<file path="src/rtl/rr_bus_arbiter_if.sv">
// Handshake bundle between the bus requesters and the round-robin arbiter.
// Named bus_release because release is a reserved word in SystemVerilog.
interface rr_bus_arbiter_if;
    logic [7:0] req;
    logic       bus_release;
    logic [2:0] grant_idx;
    logic       grant_en;
    logic [7:0] grant_onehot;
    logic       busy;
    logic       timeout;

    // arbiter side drives the grant outputs
    modport master (
        input  req, bus_release,
        output grant_idx, grant_en, grant_onehot, busy, timeout
    );

    // requester side drives req/bus_release and observes the grant
    modport slave (
        output req, bus_release,
        input  grant_idx, grant_en, grant_onehot, busy, timeout
    );
endinterface

</file>
<file path="src/rtl/rr_bus_arbiter.sv">
// Round-robin 8-way system bus arbiter with one-hot bus-drive select.
// Optional ARB_TIMEOUT_EN: enforces a MAX_HOLD cycle limit per grant and pulses timeout.

// Purpose: 3-to-8 decoder with enable, used for the bus-drive select.
// Latency: combinational.
// Backpressure: none.
module decoder3to8enable (
    input  logic       enable,
    input  logic [2:0] ins,
    output logic [7:0] outs
);
    always_comb begin
        outs = 8'h00;
        if (enable) begin
            outs[ins] = 1'b1;
        end
    end
endmodule

// Purpose: grant the shared bus to one of 8 requesters in round-robin order.
// Latency: request seen in IDLE at edge N -> grant_en high after edge N+1.
// Backpressure: owner keeps the bus until release, request drop or hold limit; other requests wait.
module rr_bus_arbiter #(
    parameter int MAX_HOLD = 15,
    parameter int HOLD_W   = 8
) (
    input  logic             clk,
    input  logic             reset,
    rr_bus_arbiter_if.master bus
);
    typedef enum logic {IDLE, OWN} state_t;

    state_t     state;
    logic [2:0] grant_idx;
    logic       grant_en;
    logic       busy;
    logic       timeout;
    logic [2:0] winner;
    logic [2:0] cand;
    logic       owner_done;
    logic       hold_last;

    // Scan downward so the candidate closest after the last owner wins;
    // k=8 lands on the last owner itself, giving it lowest priority.
    always_comb begin
        winner = grant_idx;
        cand   = grant_idx;
        for (int k = 8; k >= 1; k--) begin
            cand = grant_idx + 3'(k);
            if (bus.req[cand]) begin
                winner = cand;
            end
        end
    end

    assign owner_done = bus.bus_release || !bus.req[grant_idx];

`ifdef ARB_TIMEOUT_EN
    logic [HOLD_W-1:0] hold;
    assign hold_last = (hold == HOLD_W'(MAX_HOLD - 1));
`else
    wire [HOLD_W-1:0] unused_hold_cfg = HOLD_W'(MAX_HOLD);
    assign hold_last = 1'b0;
`endif

    always_ff @(posedge clk or posedge reset) begin
        if (reset) begin
            state     <= IDLE;
            grant_idx <= 3'b111;
            grant_en  <= 1'b0;
            busy      <= 1'b0;
            timeout   <= 1'b0;
`ifdef ARB_TIMEOUT_EN
            hold      <= '0;
`endif
        end else begin
            timeout <= 1'b0;
            case (state)
                IDLE: begin
                    if (|bus.req) begin
                        grant_idx <= winner;
                        grant_en  <= 1'b1;
                        busy      <= 1'b1;
                        state     <= OWN;
`ifdef ARB_TIMEOUT_EN
                        hold      <= '0;
`endif
                    end
                end
                OWN: begin
                    // grant_idx is kept on exit: it is the round-robin pointer
                    if (owner_done || hold_last) begin
                        grant_en <= 1'b0;
                        busy     <= 1'b0;
                        state    <= IDLE;
                        timeout  <= !owner_done && hold_last;
                    end else begin
`ifdef ARB_TIMEOUT_EN
                        hold <= hold + 1'b1;
`endif
                    end
                end
                default: state <= IDLE;
            endcase
        end
    end

    assign bus.grant_idx = grant_idx;
    assign bus.grant_en  = grant_en;
    assign bus.busy      = busy;
    assign bus.timeout   = timeout;

    decoder3to8enable u_dec (
        .enable (grant_en),
        .ins    (grant_idx),
        .outs   (bus.grant_onehot)
    );
endmodule

</file>
<file path="src/flat_wrapper.sv">
// flat-port wrapper written by rule: the top's interface ports become plain ports
module rr_bus_arbiter_flat 
#(
    parameter int MAX_HOLD = 15,
    parameter int HOLD_W   = 8
)
  (clk, reset, bus_req, bus_bus_release, bus_grant_idx, bus_grant_en, bus_grant_onehot, bus_busy, bus_timeout);
  rr_bus_arbiter_if bus_i ();
  input  logic clk;
  input  logic reset;
  input wire logic [$bits(bus_i.req)-1:0] bus_req;
  input wire logic [$bits(bus_i.bus_release)-1:0] bus_bus_release;
  output wire logic [$bits(bus_i.grant_idx)-1:0] bus_grant_idx;
  output wire logic [$bits(bus_i.grant_en)-1:0] bus_grant_en;
  output wire logic [$bits(bus_i.grant_onehot)-1:0] bus_grant_onehot;
  output wire logic [$bits(bus_i.busy)-1:0] bus_busy;
  output wire logic [$bits(bus_i.timeout)-1:0] bus_timeout;
  assign bus_i.req = bus_req;
  assign bus_i.bus_release = bus_bus_release;
  assign bus_grant_idx = bus_i.grant_idx;
  assign bus_grant_en = bus_i.grant_en;
  assign bus_grant_onehot = bus_i.grant_onehot;
  assign bus_busy = bus_i.busy;
  assign bus_timeout = bus_i.timeout;
  rr_bus_arbiter #(.MAX_HOLD(MAX_HOLD), .HOLD_W(HOLD_W)) u_core (.clk(clk), .reset(reset), .bus(bus_i));
endmodule
</file>
<file path="config.mk">
export PLATFORM = sky130hd
export DESIGN_NAME = rr_bus_arbiter_flat
export DESIGN_NICKNAME = d
export VERILOG_FILES = /design/src/rtl/rr_bus_arbiter_if.sv /design/src/rtl/rr_bus_arbiter.sv /design/src/flat_wrapper.sv
export SDC_FILE = /design/constraint.sdc
export NUM_CORES = 1
export LEC_CHECK = 0
export CORE_MARGIN = 10
export CORE_UTILIZATION = 41
export CTS_CLUSTER_SIZE = 25
export DETAILED_ROUTE_END_ITERATION = 16
export PLACE_DENSITY = 0.68
export SKIP_LAST_GASP = 1
export SYNTH_ARGS = -nofsm -noshare
export SYNTH_HDL_FRONTEND = slang
export SYNTH_SLANG_ARGS = --single-unit
</file>
<file path="constraint.sdc">
create_clock -name clk -period 6.3 [get_ports clk]
set_clock_uncertainty 0.15 [all_clocks]
set_input_delay 1.575 -clock clk [delete_from_list [all_inputs] [get_ports clk]]
set_output_delay 1.575 -clock clk [all_outputs]
set_load 0.05 [all_outputs]
</file>
==> flow_summary.json <==
{
  "status": "completed",
  "wl_per_cell_microns": 17.89,
  "crit_fanout": 13,
  "path_clk_slew_ns": 0.05,
  "avgViaCountPerCell": 6.095,
  "wl_microns": 2827,
  "cts_root_buffer": "clkbuf_4",
  "grt_max_degree": 21,
  "yosys.area.top_type": "mux4_2",
  "ys_seq_area_share_pct": 12.28,
  "cts_tree": "yes",
  "ys.flop_type": "dfstp_2",
  "async_flop_share_pct": 100.0,
  "fin_crit_sh_pct": 64.57,
  "synth_enable_flop_cells": 0,
  "grt_usage_pct": 11.26,
  "dp_hpwl_microns": 2306,
  "drt_iter0_markers": 34,
  "fin_area_sq_mm": 0.001300,
  "syn_inst": 108,
  "grt_pass1_vias": 1022,
  "grt_pass1_wl_microns": 4857,
  "layout_min_cycle_time_ns": 4.068,
  "synth_nets": 125,
  "cts_setup_buffers": 0,
  "dpl_cell_area_sq_mm": 0.001274,
  "clockBufferDepth": 2,
  "synth_area_leaders": "mux4_2 15%, dfstp_2 7.5%, mux4_1 7.5%, mux2_2 7.5%, ha_1 7.2%",
  "synth_cell_type_count": 45,
  "design.core.area_sq_mm": 0.002455,
  "hold_class": "reg -> reg",
  "slew_headroom_pct": 64.06,
  "cts-htree-levels": 1,
  "cp-start-kind": "register",
  "rows": 18,
  "rsz0062_at_grt": "no",
  "globalplace.congestion": 0.8918,
  "path_class": "reg -> out",
  "clk_latency_ns": 0.24,
  "cts_resized": 0,
  "area_delta_synth_final_pct": 23.84,
  "start_util_pct": 42.76,
  "yosysWarnings": 0,
  "syn_area_sq_mm": 0.001050,
  "portBuffers": 23,
  "cts_hold_buf": 0,
  "setup_viol": 0,
  "synth.avg_cell_area_sq_um": 9.720,
  "die_area_sq_mm": 0.004984,
  "worst-slew-pin-transition_ns": 0.5353,
  "arrival_ns": 2.34,
  "cts_sinks": 5,
  "ys_ff_latch": 5,
  "post-route-drc-count": 0,
  "fmax_ghz": 0.2458,
  "final.setup.tns_ns": 0,
  "grt_antenna_before_repair": 0,
  "ant_nets": 0,
  "drive_above_1_share_pct": 17.97,
  "die_width_microns": 70.60,
  "fill_cells": 229,
  "endpoint_kind": "output port",
  "antenna_cells": 0,
  "numCtsBuffers": 3,
  "route.vias.total": 963,
  "fin_nets": 146,
  "reg2reg_slack_ns": 2.66,
  "synth_top_area_share_pct": 15.02,
  "hold_viol_final": 0,
  "required_ns": 4.58,
  "pin_count": 25,
  "drv_slew": 0,
  "dr.pass1.iters": 4,
  "dieHeight_microns": 70.60,
  "drv_cap": 0,
  "overflow": 0
}
## placed cells by master (no fill, tap or decap), types with 2 or more instances in the layout
cell | synthesis | layout
dfrtp_1 | 2 | 2
inv_1 | 7 | 7
clkdlybuf4s50_1 | 0 | 23
mux2_2 | 7 | 7
mux4_1 | 3 | 3
mux4_2 | 7 | 7
xnor2_1 | 3 | 3
ha_1 | 6 | 6
o21bai_1 | 2 | 2
nand2_1 | 4 | 4
dfstp_2 | 3 | 3
and2_1 | 5 | 5
nor2_1 | 7 | 7
mux2i_1 | 5 | 5
clkbuf_4 | 0 | 3
a21oi_1 | 6 | 6
and3_1 | 6 | 6
nor3_1 | 2 | 2
nor4_1 | 2 | 2
## cells by family after synthesis
group / after synthesis / synth area share [%]
simple gates: 32 / 16.69
compound gates: 23 / 17.64
xor+xnor: 4 / 3.338
other cells: 1 / 0.3572
flops: 5 / 12.28
fa+ha+maj: 6 / 7.151
mux: 23 / 35.88
buf+inv: 14 / 6.675
## final timing paths
path	startpoint	cells past startpoint	end
worst min-delay path	u_core.state	1	u_core.state
worst max register to register	u_core.bus.grant_idx[1]	8	u_core.bus.grant_idx[1]
worst min register to register	u_core.state	1	u_core.state
worst max-delay path	u_core.bus.grant_idx[1]	4	bus_grant_onehot[1]
max in group asynchronous	reset	2	u_core.bus.grant_idx[2]
min in group asynchronous	reset	2	u_core.bus.grant_en
## critical path, cell delays in order, from the launching register on
cell             delay [ns]
dfstp_2                0.71
inv_1                  0.24
ha_1                   0.27
and3_1                 0.18
clkdlybuf4s50_1        0.70
## layout make-up
cell class,instances,area [sq um],share of cell area [%]
Multi-Input combinational cell,89,850.8,65.45
Timing Repair Buffer,23,230.2,17.71
Sequential cell,5,128.9,9.913
Tap cell,30,37.54,2.887
Clock buffer,4,26.28,2.021
Inverter,7,26.28,2.021
## metrics by stage
stage                     worst slack (ns)  utilization [%]  std cells  hold slack [ns]
after global placement               2.079            51.89        154           0.3474
final                                2.232            52.96        158           0.3604
after detailed placement             2.040            51.89        154           0.3499
after CTS                            2.217            52.96        158           0.3606
after floorplan                      2.565                -        108           0.3228
after global routing                 2.133            52.96        158           0.3718
## flip-flops by register name (all words and copies together) (netlist names)
register              count
u_core.bus.grant_idx      3
u_core.bus.grant_en       1
u_core.state              1
## layer usage
metal	up-vias	routed length (microns)	track usage, %
li1	457	-	-
met1	466	1150	11.73
met2	32	1416	19.56
met3	8	161	3.208
met4	0	99	6.882
met5	-	0	0
## cells in the mapped netlist, drive strengths merged (3+ instances only)
library cell   n
mux4          10
mux2           8
inv            7
nor2           7
a21oi          6
and3           6
ha             6
and2           5
buf            5
mux2i          5
nand2          4
dfstp          3
xnor2          3
Power is not shown: default switching activity piles up to over one toggle a cycle in this logic, so the estimate is an artifact.
